<file path="src/rtl/crt_fetch_addr_gen_pkg.sv">
// Shared types and helpers for the CRT fetch address generator.
package crt_pkg;

   typedef enum logic [1:0] {
      MODE_BYTE  = 2'd0,
      MODE_WORD  = 2'd1,
      MODE_DWORD = 2'd2,
      MODE_QWORD = 2'd3
   } mode_e;

   typedef enum logic {
      IDLE  = 1'b0,
      FETCH = 1'b1
   } state_e;

   // log2 of the unit size in bytes for a given display mode
   function automatic logic [1:0] unit_shift(input logic [1:0] mode);
      logic [1:0] sh;
      case (mode_e'(mode))
         MODE_BYTE:  sh = 2'd0;
         MODE_WORD:  sh = 2'd1;
         MODE_DWORD: sh = 2'd2;
         default:    sh = 2'd3;
      endcase
      return sh;
   endfunction

endpackage

</file>
<file path="src/rtl/crt_fetch_addr_gen_if.sv">
// Fetch request handshake between the address generator and the memory arbiter.
interface crt_fetch_addr_gen_if #(
   parameter int ADDR_W = 24
);
   logic              req_valid;
   logic [ADDR_W-1:0] req_addr;
   logic              req_last;
   logic              req_ready;

   modport master (
      output req_valid,
      output req_addr,
      output req_last,
      input  req_ready
   );

   modport slave (
      input  req_valid,
      input  req_addr,
      input  req_last,
      output req_ready
   );
endinterface

</file>
<file path="src/rtl/crt_fetch_addr_gen_page_flip.sv">
// Double-buffered display start address: software writes land in a pending
// register and are only applied at frame_start, so a page flip never tears.
module crt_page_flip #(
   parameter int ADDR_W = 24
) (
   input  logic              t_crt_clk,
   input  logic              hreset_n,
   input  logic              frame_start,
   input  logic              start_wr,
   input  logic [ADDR_W-1:0] start_addr,
   output logic [ADDR_W-1:0] next_start,
   output logic              flip_pending,
   output logic              flip_done
);

   logic [ADDR_W-1:0] active_start;
   logic [ADDR_W-1:0] pending_start;

   // Start address the frame will use if frame_start fires this cycle
   always_comb begin
      next_start = flip_pending ? pending_start : active_start;
   end

   // Apply the old pending value first; a same-cycle write then re-arms the flip
   always_ff @(posedge t_crt_clk or negedge hreset_n) begin
      if (!hreset_n) begin
         active_start  <= '0;
         pending_start <= '0;
         flip_pending  <= 1'b0;
         flip_done     <= 1'b0;
      end else begin
         flip_done <= 1'b0;
         if (frame_start && flip_pending) begin
            active_start <= pending_start;
            flip_pending <= 1'b0;
            flip_done    <= 1'b1;
         end
         if (start_wr) begin
            pending_start <= start_addr;
            flip_pending  <= 1'b1;
         end
      end
   end

endmodule

</file>
<file path="src/rtl/crt_fetch_addr_gen.sv">
// Per-row display fetch request generator for the CRT FIFO path.
module crt_fetch_addr_gen
   import crt_pkg::*;
#(
   parameter int ADDR_W = 24,
   parameter int OFF_W  = 12,
   parameter int LEN_W  = 8,
   parameter int BURST  = 8
) (
   input  logic                 t_crt_clk,
   input  logic                 hreset_n,
   input  logic                 frame_start,
   input  logic                 row_start,
   input  logic                 row_end,
   input  logic                 split_pulse,
   input  logic [1:0]           mode,
   input  logic [ADDR_W-1:0]    start_addr,
   input  logic                 start_wr,
   input  logic [OFF_W-1:0]     offset,
   input  logic [ADDR_W-1:0]    wrap_mask,
   input  logic [LEN_W-1:0]     fetch_len,
   input  logic [ADDR_W-1:0]    cursor_loc,
   crt_fetch_addr_gen_if.master req,
   output logic                 cursor_hit,
   output logic                 flip_pending,
   output logic                 flip_done,
   output logic                 underrun
);

   state_e            state;
   logic [ADDR_W-1:0] row_base;
   logic [ADDR_W-1:0] fetch_ptr;
   logic [LEN_W-1:0]  burst_cnt;
   logic [ADDR_W-1:0] next_start;
   logic [ADDR_W-1:0] burst_step;
   logic [ADDR_W-1:0] pitch;
   logic [ADDR_W-1:0] base_next;
   logic [ADDR_W-1:0] ptr_next;
   logic [ADDR_W:0]   cur_ext;
   logic [ADDR_W:0]   lo_ext;
   logic [ADDR_W:0]   hi_ext;

   crt_page_flip #(
      .ADDR_W (ADDR_W)
   ) u_page_flip (
      .t_crt_clk    (t_crt_clk),
      .hreset_n     (hreset_n),
      .frame_start  (frame_start),
      .start_wr     (start_wr),
      .start_addr   (start_addr),
      .next_start   (next_start),
      .flip_pending (flip_pending),
      .flip_done    (flip_done)
   );

   // Mode-scaled burst step and row pitch, plus the row base after split/row_end
   always_comb begin
      burst_step = ADDR_W'(BURST) << unit_shift(mode);
      pitch      = ADDR_W'(offset) << ({1'b0, unit_shift(mode)} + 3'd1);
      ptr_next   = fetch_ptr + burst_step;
      if (split_pulse) begin
         base_next = '0;
      end else if (row_end) begin
         base_next = row_base + pitch;
      end else begin
         base_next = row_base;
      end
   end

   // Cursor hit within the masked space; the extra bit keeps the burst end from wrapping
   always_comb begin
      cur_ext    = {1'b0, cursor_loc & wrap_mask};
      lo_ext     = {1'b0, req.req_addr};
      hi_ext     = lo_ext + {1'b0, burst_step} - 1'b1;
      cursor_hit = req.req_valid && (cur_ext >= lo_ext) && (cur_ext <= hi_ext);
   end

   // Request state machine with registered valid/addr/last; frame_start overrides everything
   always_ff @(posedge t_crt_clk or negedge hreset_n) begin
      if (!hreset_n) begin
         state         <= IDLE;
         row_base      <= '0;
         fetch_ptr     <= '0;
         burst_cnt     <= '0;
         underrun      <= 1'b0;
         req.req_valid <= 1'b0;
         req.req_addr  <= '0;
         req.req_last  <= 1'b0;
      end else if (frame_start) begin
         row_base      <= next_start;
         underrun      <= 1'b0;
         state         <= IDLE;
         req.req_valid <= 1'b0;
         req.req_last  <= 1'b0;
      end else begin
         row_base <= base_next;
         if (row_start) begin
            if (state == FETCH) begin
               underrun <= 1'b1;
            end
            fetch_ptr    <= base_next;
            burst_cnt    <= fetch_len;
            req.req_addr <= base_next & wrap_mask;
            req.req_last <= (fetch_len == LEN_W'(1));
            if (fetch_len != '0) begin
               state         <= FETCH;
               req.req_valid <= 1'b1;
            end else begin
               state         <= IDLE;
               req.req_valid <= 1'b0;
            end
         end else if (state == FETCH && req.req_ready) begin
            if (req.req_last) begin
               state         <= IDLE;
               req.req_valid <= 1'b0;
               req.req_last  <= 1'b0;
            end else begin
               fetch_ptr    <= ptr_next;
               burst_cnt    <= burst_cnt - 1'b1;
               req.req_addr <= ptr_next & wrap_mask;
               req.req_last <= (burst_cnt == LEN_W'(2));
            end
         end
      end
   end

endmodule

</file>
<file path="src/flat_wrapper.sv">
// flat-port wrapper written by rule: the top's interface ports become plain ports
module crt_fetch_addr_gen_flat import crt_pkg::*;
#(
   parameter int ADDR_W = 24,
   parameter int OFF_W  = 12,
   parameter int LEN_W  = 8,
   parameter int BURST  = 8
)
  (t_crt_clk, hreset_n, frame_start, row_start, row_end, split_pulse, mode, start_addr, start_wr, offset, wrap_mask, fetch_len, cursor_loc, cursor_hit, flip_pending, flip_done, underrun, req_req_valid, req_req_addr, req_req_last, req_req_ready);
  crt_fetch_addr_gen_if #(.ADDR_W(ADDR_W)) req_i ();
  input  logic t_crt_clk;
  input  logic hreset_n;
  input  logic frame_start;
  input  logic row_start;
  input  logic row_end;
  input  logic split_pulse;
  input  logic [1:0] mode;
  input  logic [ADDR_W-1:0] start_addr;
  input  logic start_wr;
  input  logic [OFF_W-1:0] offset;
  input  logic [ADDR_W-1:0] wrap_mask;
  input  logic [LEN_W-1:0] fetch_len;
  input  logic [ADDR_W-1:0] cursor_loc;
  output logic cursor_hit;
  output logic flip_pending;
  output logic flip_done;
  output logic underrun;
  output wire logic [$bits(req_i.req_valid)-1:0] req_req_valid;
  output wire logic [$bits(req_i.req_addr)-1:0] req_req_addr;
  output wire logic [$bits(req_i.req_last)-1:0] req_req_last;
  input wire logic [$bits(req_i.req_ready)-1:0] req_req_ready;
  assign req_req_valid = req_i.req_valid;
  assign req_req_addr = req_i.req_addr;
  assign req_req_last = req_i.req_last;
  assign req_i.req_ready = req_req_ready;
  crt_fetch_addr_gen #(.ADDR_W(ADDR_W), .OFF_W(OFF_W), .LEN_W(LEN_W), .BURST(BURST)) u_core (.t_crt_clk(t_crt_clk), .hreset_n(hreset_n), .frame_start(frame_start), .row_start(row_start), .row_end(row_end), .split_pulse(split_pulse), .mode(mode), .start_addr(start_addr), .start_wr(start_wr), .offset(offset), .wrap_mask(wrap_mask), .fetch_len(fetch_len), .cursor_loc(cursor_loc), .req(req_i), .cursor_hit(cursor_hit), .flip_pending(flip_pending), .flip_done(flip_done), .underrun(underrun));
endmodule
</file>
<file path="config.mk">
export PLATFORM = sky130hd
export DESIGN_NAME = crt_fetch_addr_gen_flat
export DESIGN_NICKNAME = d
export VERILOG_FILES = /design/src/rtl/crt_fetch_addr_gen_pkg.sv /design/src/rtl/crt_fetch_addr_gen_if.sv /design/src/rtl/crt_fetch_addr_gen_page_flip.sv /design/src/rtl/crt_fetch_addr_gen.sv /design/src/flat_wrapper.sv
export SDC_FILE = /design/constraint.sdc
export NUM_CORES = 1
export LEC_CHECK = 0
export CORE_UTILIZATION = 45
export DETAILED_ROUTE_END_ITERATION = 8
export GPL_TIMING_DRIVEN = 0
export PLACE_DENSITY = 0.7
export SLEW_MARGIN = 20
export SYNTH_ARGS = -nofsm -noshare
export SYNTH_HDL_FRONTEND = slang
export SYNTH_SLANG_ARGS = --single-unit
export TNS_END_PERCENT = 100
</file>
<file path="constraint.sdc">
create_clock -name t_crt_clk -period 6.2 [get_ports t_crt_clk]
set_input_delay 0.93 -clock t_crt_clk [delete_from_list [all_inputs] [get_ports t_crt_clk]]
set_output_delay 0.93 -clock t_crt_clk [all_outputs]
set_load 0.005 [all_outputs]
</file>
After elaboration in Yosys (flattened, before gate mapping)
Cells that the tools add are included.

word-level totals
  flip-flop bits (word level) = 133

cells by class
  muxes and demuxes = 29
  reductions and logical operators = 15
  bitwise gates (word level) = 4
  $add $sub $neg = 6
  shift operators = 2
  $lt $le $gt $ge = 2
  equal/unequal tests = 5

operator list
  cell                                                 count
  2-to-1 mux 24 bit                                    10
  bitwise AND 24 bit                                   3
  adder 24 bit                                         2
  adder 24 x 24 -> 25 bit                              1
  <= comparator 24 x 25 -> 1 bit                       1
  subtractor 25 x 1 -> 25 bit, second input constant   1
  >= comparator 24 bit                                 1
  2-to-1 mux 8 bit                                     3
  << shifter 12 x 3 -> 24 bit                          1
  << shifter 4 x 2 -> 24 bit, first input constant     1
  2-to-1 mux 1 bit                                     15
  equality test 8 x 1 -> 1 bit, second input constant  1
  equality test 8 x 2 -> 1 bit, second input constant  1
  nonzero test 2 bit                                   4
  nonzero test 8 bit                                   1
  subtractor 8 x 1 -> 8 bit, second input constant     1
  one-hot mux 2 bit (3 select lines)                   1
  nonzero test 3 bit                                   2
  logical AND 1 bit                                    4
  AND reduction 2 bit                                  2
  adder 2 x 1 -> 3 bit, second input constant          1
  AND reduction 3 bit                                  1
  equality test 2 x 1 -> 1 bit, second input constant  1
  equality test 2 bit, second input constant           1
  other kinds (3)                                      3

Depth between registers and ports, before layout
Gate-level depths: netlist of the first run.

  depth after elaboration = 9
  depth in mapped cells = 21

Modules after synthesis
From an unflattened synthesis of the first run, not the netlist that was laid out.

unflattened totals
  cells, all modules = 1156
  area, all modules = 10576.4 um2

by module, submodules not included
  module              area each (um2)  sequential area each (um2)  cells each  times used
  crt_fetch_addr_gen  8348.0           2077.0                      1022        1
  crt_page_flip       2228.4           1251.2                      134         1

Least setup slack after synthesis of the first run
OpenSTA, ideal clock, no wires.

  kind = in2out
  from = input port mode[0]
  to = output port cursor_hit
  slack = 0.672 ns
  cell stages on the path = 19
  arrival = 4.598 ns
  data required time = 5.270 ns
  cells stage by stage = ha_1 -> clkbuf_1 -> clkinv_1 -> ha_1 -> inv_1 -> ha_1 -> o2111ai_1 -> a31oi_1 -> o21ai_1 -> or3_1 -> a311oi_2 -> xnor2_1 -> ha_1 -> nand4_1 -> nor4_1 -> a21oi_1 -> o41ai_1 -> a311oi_1 -> a21oi_1

on the way
  longest elaborated chain between the ends = 7
  elaborated cells on any way between the ends = 9
  classes of those cells = add/sub (2); order compare (1); eq/ne (2); shift (1); mux (1); reduce/logical (2)

ends and longest elaborated chain
  element                                      line                          text
  start, declared                              flat_wrapper.sv:17            input logic [1:0] mode;
  equality test 2 bit (tied with other cells)  crt_fetch_addr_gen_pkg.sv:19  case (mode_e'(mode))
  one-hot mux 2 bit (3 select lines) *         crt_fetch_addr_gen_pkg.sv:19
  << shifter 4 x 2 -> 24 bit *                 crt_fetch_addr_gen.sv:58      burst_step = ADDR_W'(BURST) << unit_shift(mode);
  adder 24 x 24 -> 25 bit *                    crt_fetch_addr_gen.sv:74      hi_ext = lo_ext + {1'b0, burst_step} - 1'b1;
  subtractor 25 x 1 -> 25 bit *                crt_fetch_addr_gen.sv:74
  <= comparator 24 x 25 -> 1 bit *             crt_fetch_addr_gen.sv:75      cursor_hit = req.req_valid && (cur_ext >= lo_ext) && (cur_ext <= hi_ext);
  logical AND 1 bit *                          crt_fetch_addr_gen.sv:75
  end, declared                                flat_wrapper.sv:24            output logic cursor_hit;

Every way passes the cells marked *; elsewhere a longest branch is shown, timed or not.

Worst setup path in the final report of the first run
Same ends and word-level chain as after synthesis.

==> results of run 1 <==
[through the flow]
step                       util  worst slack, ns  TNS [ns]
after global placement    0.534            -1.77   -167.20
after CTS                 0.569          0.00315         0
after detailed placement  0.535            -1.72     -1.72
after global routing      0.572           0.0434         0
final                     0.572            0.222         0
after floorplan               -            0.672         0
[layer usage]
layer / global-route usage / share of wire / vias up
met3: 0.0345 / 0.057 / 63
met4: 0.132 / 0.041 / 0
met2: 0.449 / 0.46 / 363
met5: 0 / 0 / -
li1: - / - / 4865
met1: 0.349 / 0.44 / 4749
[how the worst min path moves through the flow]
stage,start,endpoint,slack [ns],cells past startpoint
floorplan,u_core.fetch_ptr[6],u_core.fetch_ptr[6],0.45,2
global placement,u_core.fetch_ptr[6],u_core.fetch_ptr[6],0.46,2
finish,hreset_n,u_core.u_page_flip.active_start[21],0.43,1
CTS,hreset_n,u_core.u_page_flip.pending_start[18],0.46,1
detailed placement,u_core.fetch_ptr[2],u_core.fetch_ptr[2],0.46,2
global route,hreset_n,u_core.u_page_flip.active_start[19],0.48,1
[state kept, by name, summed over array words and instances, names as in the netlist]
signal / cells
u_core.underrun: 1
u_core.u_page_flip.pending_start: 24
u_core.fetch_ptr: 24
u_core.req.req_last: 1
u_core.req.req_addr: 24
u_core.burst_cnt: 8
u_core.row_base: 24
u_core.u_page_flip.active_start: 24
u_core.u_page_flip.flip_pending: 1
u_core.u_page_flip.flip_done: 1
u_core.req.req_valid: 1
[power by group through the flow]
| stage | logic, mW | clock network (mW) | registers, mW |
|---|---|---|---|
| floorplan | 1.27 | 0 | 1.12 |
| global placement | 1.73 | 0 | 1.15 |
| detailed placement | 1.77 | 0 | 1.15 |
| CTS | 1.88 | 1.07 | 1.14 |
| global route | 2.13 | 1.11 | 1.16 |
| finish | 1.94 | 1.06 | 1.14 |
[placed cells by master (no fill, tap or decap), types with 6 or more instances in the layout]
| cell | count |
|---|---|
| nor2_1 | 92 |
| xor2_1 | 23 |
| mux2_2 | 57 |
| and2_1 | 30 |
| clkbuf_16 | 17 |
| buf_4 | 11 |
| nand2b_1 | 10 |
| nor2b_1 | 12 |
| a32oi_1 | 6 |
| o211ai_1 | 8 |
| buf_2 | 9 |
| and3_1 | 7 |
| dfrtp_1 | 133 |
| nand4_1 | 20 |
| a311oi_1 | 6 |
| nor3_1 | 31 |
| o31ai_1 | 11 |
| o21a_1 | 16 |
| xnor2_1 | 25 |
| o22ai_1 | 21 |
| inv_1 | 56 |
| nand2_1 | 116 |
| a211oi_1 | 20 |
| a22o_1 | 7 |
| a21oi_1 | 79 |
| clkbuf_1 | 31 |
| ha_1 | 96 |
| o21ai_0 | 65 |
| or3_1 | 6 |
| mux2i_1 | 36 |
| a21o_1 | 29 |
| nand3_1 | 30 |
| clkdlybuf4s50_1 | 124 |
| a31oi_1 | 9 |
[area by class of cell]
class | instances | area [sq um] | share of cell area
buffer | 52 | 269 | 0.0199
tap | 319 | 399 | 0.0295
clock buffer | 19 | 443 | 0.0328
clock inverter | 13 | 170 | 0.0126
inverter | 61 | 236 | 0.0175
multi-input combinational | 989 | 7300 | 0.540
sequential | 133 | 3330 | 0.246
timing repair buffer | 139 | 1370 | 0.102
[cell families after synthesis]
kind of cell | count (synthesis)
simple gates | 396
compound gates | 339
flops | 133
buf+inv | 113
fa+ha+maj | 108
mux | 97
xor+xnor | 48
other cells | 1
[repair_timing]
action,4_1_cts,5_1_grt
resized for setup,32,18
setup buffers,7,3
pin swaps,10,10
hold buffers,0,0
endpoints found under the setup margin,1,1
[worst register-to-register path, delay by kind of cell, from the launching register on]
kind | cells | cell delay [ns]
AO/OA/AOI/OAI | 6 | 1.69
adder cells (fa/ha/maj) | 2 | 0.59
buffers and inverters | 1 | 0.06
flip-flops | 1 | 0.36
AND/OR/NAND/NOR | 1 | 0.16
==> results.cfg, run 1 <==
[route]
number_of_drc_violations_after_detailed_routing = 0
firstDrtPassIters = 6
total_number_of_vias = 10000
detail_route.wl_per_cell_um = 19.2
viasPerCell = 5.82
detail-route-antenna-nets = 0
first_iter_violations = 735
finalWirelength_um = 33100

[pwr]
seq_power_share = 0.276
cellPowerDensity_nw_per_um2 = 307
power.combinational.fraction = 0.468
power_frac_clock = 0.256
max-vdd-ir-drop_mv = 0.239
switching_power_mw = 1.60
p_int_mw = 2.55
switching_share = 0.385
final_power_mw = 4.14
static-leakage-power_nw = 5.86

[global_routing]
wire_length_of_the_first_global_routing_pass_um = 51400
globalRouteTotalUtil = 0.271
via_count_of_the_first_global_routing_pass = 9594
grt-ovfl-total = 0
grt_start_max_net_pins = 70
number_of_antenna_violations_at_the_first_check_in_global_routing = 0

[finish]
layout.nets = 1603
antenna_cells = 0
final.fill_count = 2142
stdcell_count = 1725
fin_area_sq_um = 13500
drive_above_1_share = 0.124
area_delta_synth_final_pct = 23.8

[sta]
hold_ws_ns = 0.432
grt_setup_unrepaired = false
fin_crit_sh = 0.964
max_slew.worst_pin.slew_ns = 1.23
max-slew-margin-rel = 0.156
max_freq_mhz = 167
clock-skew-final_ns = 0.00766
layout_min_cycle_time_ns = 5.98
final-max-slew-violation-count = 0
setup_viol = 0
finalHoldViolCount = 0

[setup_path]
crit_start = mode[0]
critical-path-slowest-cell = nor4_4
worst_ep_arrival_time_ns = 5.05
worst_path_dominant_cell_family = compound AO/OA/AOI/OAI gates
setup_slack_of_the_most_critical_reg_to_reg_path_ns = 3.21
worst-r2r-cell-count = 10
setup.worst_path.end = cursor_hit
timing.critical_path.to_type = primary output
critical_path.max_stage_delay_ns = 0.42
critical_path_cell_count = 21
critical_path_start_type = input pin
path_buf_inv = 5
source_of_the_worst_register_to_register_timing_path = u_core.row_base[0]
worst-path-max-fanout = 10
worstSetupPathType = input pin to primary output
crit_chain = clkbuf_2, ha_4, clkbuf_8, inv_8, ha_2, inv_1, ha_4, o211ai_2, a21bo_1, a31oi_4, o21ai_4, or3_4, a311oi_2, xnor2_1, ha_1, nand4_1, nor4_4, o211ai_1, nand4_1, a21oi_1, clkbuf_2
critPathRequiredTime_ns = 5.27
worst_r2r_endpoint = u_core.fetch_ptr[22]

[clock_network]
cts-root-buf = clkbuf_16
clock_sinks = 133
clkTransAtPathRegs_ns = 0.06
htree_num_levels = 4
max-clock-path-buffers = 2
insertion_delay_ns = 0.43
cts_inserted_buffers = 17
clock_tree_from_tritoncts = done

[synthesis]
postSynthRegisterBits = 133
synth.yosys.seq_area_share = 0.305
synth-compound-area-share = 0.207
async_reset_ff_frac = 1.00
combinational_family_with_the_most_area_after_synthesis = compound AO/OA/AOI/OAI gates
synthTopCellsByArea = dfrtp_1 30%, ha_1 12%, mux2_2 5.9%
yosys.area_share.xor_xnor = 0.0385
syn_nets = 1445
multiplexer_area_fraction_after_synthesis = 0.100
netlist.top_cell.by_area = dfrtp_1
mappedNetlistArea_sq_um = 10900
synthAdderAreaFrac = 0.126
simple_gate_portion_of_the_synthesized_area = 0.178
synth_top_cells_by_count = 133 x dfrtp_1, 116 x nand2_1, 105 x ha_1, 92 x nor2_1, 81 x a21oi_1
synth_top_area_frac = 0.305
per_instance_average_area_after_synthesis_sq_um = 8.84
post_synth_num_cell_types = 92
most_frequent_cell_after_synthesis = dfrtp_1
synth-edff-count = 0
synth_ff_type = dfrtp_1
yosysWarnings = 0
synthCells = 1235

[placed_design]
dp_hpwl_um = 25700
place.gp.congestion = 0.936
portBuffers = 128
placement.cell_area_sq_um = 12600
dp_cells = 1683

[floorplan]
ios = 132
fp.dieH_um = 158
die-area_sq_um = 24900
floorplan.initialDensity = 0.462
fp-row-count = 56
floorplan.core_area_sq_um = 23600
fp.dieW_um = 158

[run]
timing.max_cap.violations = 0

[run_status]
status = finished, final reports clean

[worst_hold_path]
holdCritPathClass = input pin to asynchronous set/reset pin
No activity file was read; power rests on OpenSTA's default activity.
==> run 2: changes to the inputs <==
--- a/config.mk
+++ b/config.mk
@@ -5,6 +5,8 @@
 export SDC_FILE = /design/constraint.sdc
 export NUM_CORES = 1
 export LEC_CHECK = 0
+export ABC_AREA = 1
+export CORE_MARGIN = 2
 export CORE_UTILIZATION = 45
 export DETAILED_ROUTE_END_ITERATION = 8
 export GPL_TIMING_DRIVEN = 0
==> constraint.sdc (replaced) <==
create_clock -name t_crt_clk -period 7.15 [get_ports t_crt_clk]
set_input_delay 1.0725 -clock t_crt_clk [delete_from_list [all_inputs] [get_ports t_crt_clk]]
set_output_delay 1.0725 -clock t_crt_clk [all_outputs]
set_load 0.005 [all_outputs]
==> run 2 against run 1 <==
Die area up 3.9%; sequential share of layout area up 0.20 points; setup slack better by 0.084 ns; non-clock buffer count down 20; clock power down 14%; core utilization down 1.9 points; highest routed layer unchanged.
==> results.cfg, run 2 <==
[floorplan]
fp.dieW_um = 161
ios = 132
fp-row-count = 57
floorplan.initialDensity = 0.456
floorplan.core_area_sq_um = 24200
fp.dieH_um = 161
die-area_sq_um = 25900

[sta]
finalHoldViolCount = 0
max-slew-margin-rel = 0.518
setup_viol = 0
max_slew.worst_pin.slew_ns = 0.718
layout_min_cycle_time_ns = 6.84
clock-skew-final_ns = 0.0109
final-max-slew-violation-count = 0
fin_crit_sh = 0.957
max_freq_mhz = 146

[finish]
drive_above_1_share = 0.0552
layout.cells.most_common = nand2_1
antenna_cells = 0
top_library_cells_by_usage_in_the_layout_fill_and_taps_aside = 508 x nand2_1, 239 x inv_1, 133 x dfrtp_1
fin_area_sq_um = 13400
area_delta_synth_final_pct = 21.1
layout.nets = 1989

[synthesis]
most_frequent_cell_after_synthesis = nand2_1
synthCells = 1632
mappedNetlistArea_sq_um = 11100
synthTopCellsByArea = dfrtp_1 30%, nand2_1 17%, ha_1 12%
synth.yosys.seq_area_share = 0.301
async_reset_ff_frac = 1.00
syn_nets = 1842
synth-edff-count = 0
synth_top_area_frac = 0.301
per_instance_average_area_after_synthesis_sq_um = 6.78
post_synth_num_cell_types = 56
netlist.top_cell.by_area = dfrtp_1
synth_ff_type = dfrtp_1
yosysWarnings = 0
postSynthRegisterBits = 133
synth_top_cells_by_count = 509 x nand2_1, 240 x inv_1, 133 x dfrtp_1, 105 x ha_1, 104 x nand3_1

[clock_network]
clock_tree_from_tritoncts = done
clock_sinks = 133
htree_num_levels = 4
clkTransAtPathRegs_ns = 0.07
cts_inserted_buffers = 17
max-clock-path-buffers = 2
insertion_delay_ns = 0.44
cts-root-buf = clkbuf_16

[global_routing]
grt-ovfl-total = 0
via_count_of_the_first_global_routing_pass = 10500
number_of_antenna_violations_at_the_first_check_in_global_routing = 0
globalRouteTotalUtil = 0.277
wire_length_of_the_first_global_routing_pass_um = 55900
grt_start_max_net_pins = 69

[route]
detail_route.wl_per_cell_um = 16.7
viasPerCell = 5.27
first_iter_violations = 883
finalWirelength_um = 35300
number_of_drc_violations_after_detailed_routing = 0
detail-route-antenna-nets = 0
total_number_of_vias = 11200
firstDrtPassIters = 7

[placed_design]
place.gp.congestion = 0.936
dp_hpwl_um = 28800
placement.cell_area_sq_um = 12800
portBuffers = 127

[setup_path]
worst-path-max-fanout = 10
timing.critical_path.to_type = primary output
source_of_the_worst_register_to_register_timing_path = u_core.row_base[0]
critical_path_start_type = input pin
crit_start = mode[0]
worst_ep_arrival_time_ns = 5.77
critPathRequiredTime_ns = 6.08
worstSetupPathType = input pin to primary output

[pwr]
max-vdd-ir-drop_mv = 0.160
cellPowerDensity_nw_per_um2 = 249
static-leakage-power_nw = 6.96
final_power_mw = 3.33

[worst_hold_path]
holdCritPathClass = flip-flop to flip-flop
worstHoldStart = u_core.u_page_flip.pending_start[19]

[run]
timing.max_cap.violations = 0

[run_status]
status = finished, final reports clean
[run 2: cell types whose count changed in the layout (fill, tap and decap cells not counted), sizes merged, moves of 17 or more]
cell,previous run,this run
and2,30,1
o21ai,71,126
nand3,30,107
nor2,92,113
a211oi,21,2
mux2,57,1
clkbuf,55,38
nand2,117,515
inv,65,251
a21o,30,5
mux2i,36,5
[run 2: layout make-up]
cell class / count / area, sq um
Tap cell: 324 / 405
Clock buffer: 17 / 425
Clock inverter: 15 / 176
Fill cell: 2423 / 10800
Multi-Input combinational cell: 1208 / 6630
Timing Repair Buffer: 129 / 1310
Inverter: 248 / 935
Sequential cell: 133 / 3330
Buffer: 42 / 201
[run 2: where the power goes]
group          switching (mW)  total [mW]  internal, mW
logic                   0.912        1.47         0.555
registers              0.0958       0.958         0.862
clock network           0.409       0.910         0.501
[run 2: worst paths after layout]
| path | to | slack (ns) | cells after the start |
|---|---|---|---|
| setup / recovery | cursor_hit | 0.31 | 22 |
| hold / removal | u_core.u_page_flip.pending_start[19] | 0.47 | 2 |
| min in group asynchronous | u_core.u_page_flip.pending_start[14] | 0.57 | 1 |
| setup reg to reg | u_core.req.req_addr[16] | 4.67 | 15 |
| hold reg to reg | u_core.u_page_flip.pending_start[19] | 0.47 | 2 |
| max in group asynchronous | u_core.fetch_ptr[6] | 5.83 | 2 |
[run 2: layer usage]
layer | share of wire | wire length [um] | up-vias | GRT usage
met5 | 0 | 0 | - | 0
met4 | 0.011 | 376 | 0 | 0.0511
met3 | 0.071 | 2510 | 30 | 0.0560
met2 | 0.43 | 15000 | 351 | 0.421
met1 | 0.49 | 17300 | 5180 | 0.412
li1 | - | - | 5600 | -
[run 2: logic make-up (layout without fill, tap and decap cells)]
group | after synthesis | count (layout) | synth area share
AO/OA/AOI/OAI | 270 | 270 | 0.141
XOR/XNOR | 33 | 33 | 0.0261
adder cells (fa/ha/maj) | 108 | 108 | 0.124
buffers and inverters | 291 | 451 | 0.102
flip-flops | 133 | 133 | 0.301
multiplexers | 6 | 6 | 0.00554
other | 1 | 1 | 0.000339
AND/OR/NAND/NOR | 790 | 790 | 0.299
[run 2: metrics by stage]
step                      utilization  std cells  setup TNS, ns  setup WS (ns)  hold slack (ns)
after global routing            0.553       2116       -0.00576       -0.00576            0.501
after global placement          0.526       2083         -72.54         -0.560            0.457
after CTS                       0.552       2115              0          0.113            0.477
after detailed placement        0.527       2084         -0.114         -0.114            0.460
final                           0.553       2116              0          0.306            0.474
after floorplan                     -       1632              0           1.88            0.442
[run 2: timing repair]
action                                  in CTS  in global routing
setup buffers                                0                  1
gates resized for setup                      1                  9
endpoints found under the setup margin       1                  1
hold buffers                                 0                  0
pin swaps                                    0                  2
[run 2: critical path, cell delays in order]
cell             delay (ns)
clkdlybuf4s50_1        0.53
ha_1                   0.21
clkbuf_4               0.23
clkinvlp_4             0.18
ha_1                   0.31
inv_1                  0.04
ha_1                   0.34
nand2_1                0.13
inv_1                  0.06
a21oi_1                0.18
nand2_2                0.15
a31o_2                 0.27
a21oi_1                0.16
xor2_1                 0.10
ha_1                   0.32
nand4_1                0.18
inv_1                  0.13
nand4_1                0.10
nor3_2                 0.27
nor2_1                 0.06
a21oi_1                0.17
clkdlybuf4s50_1        0.55
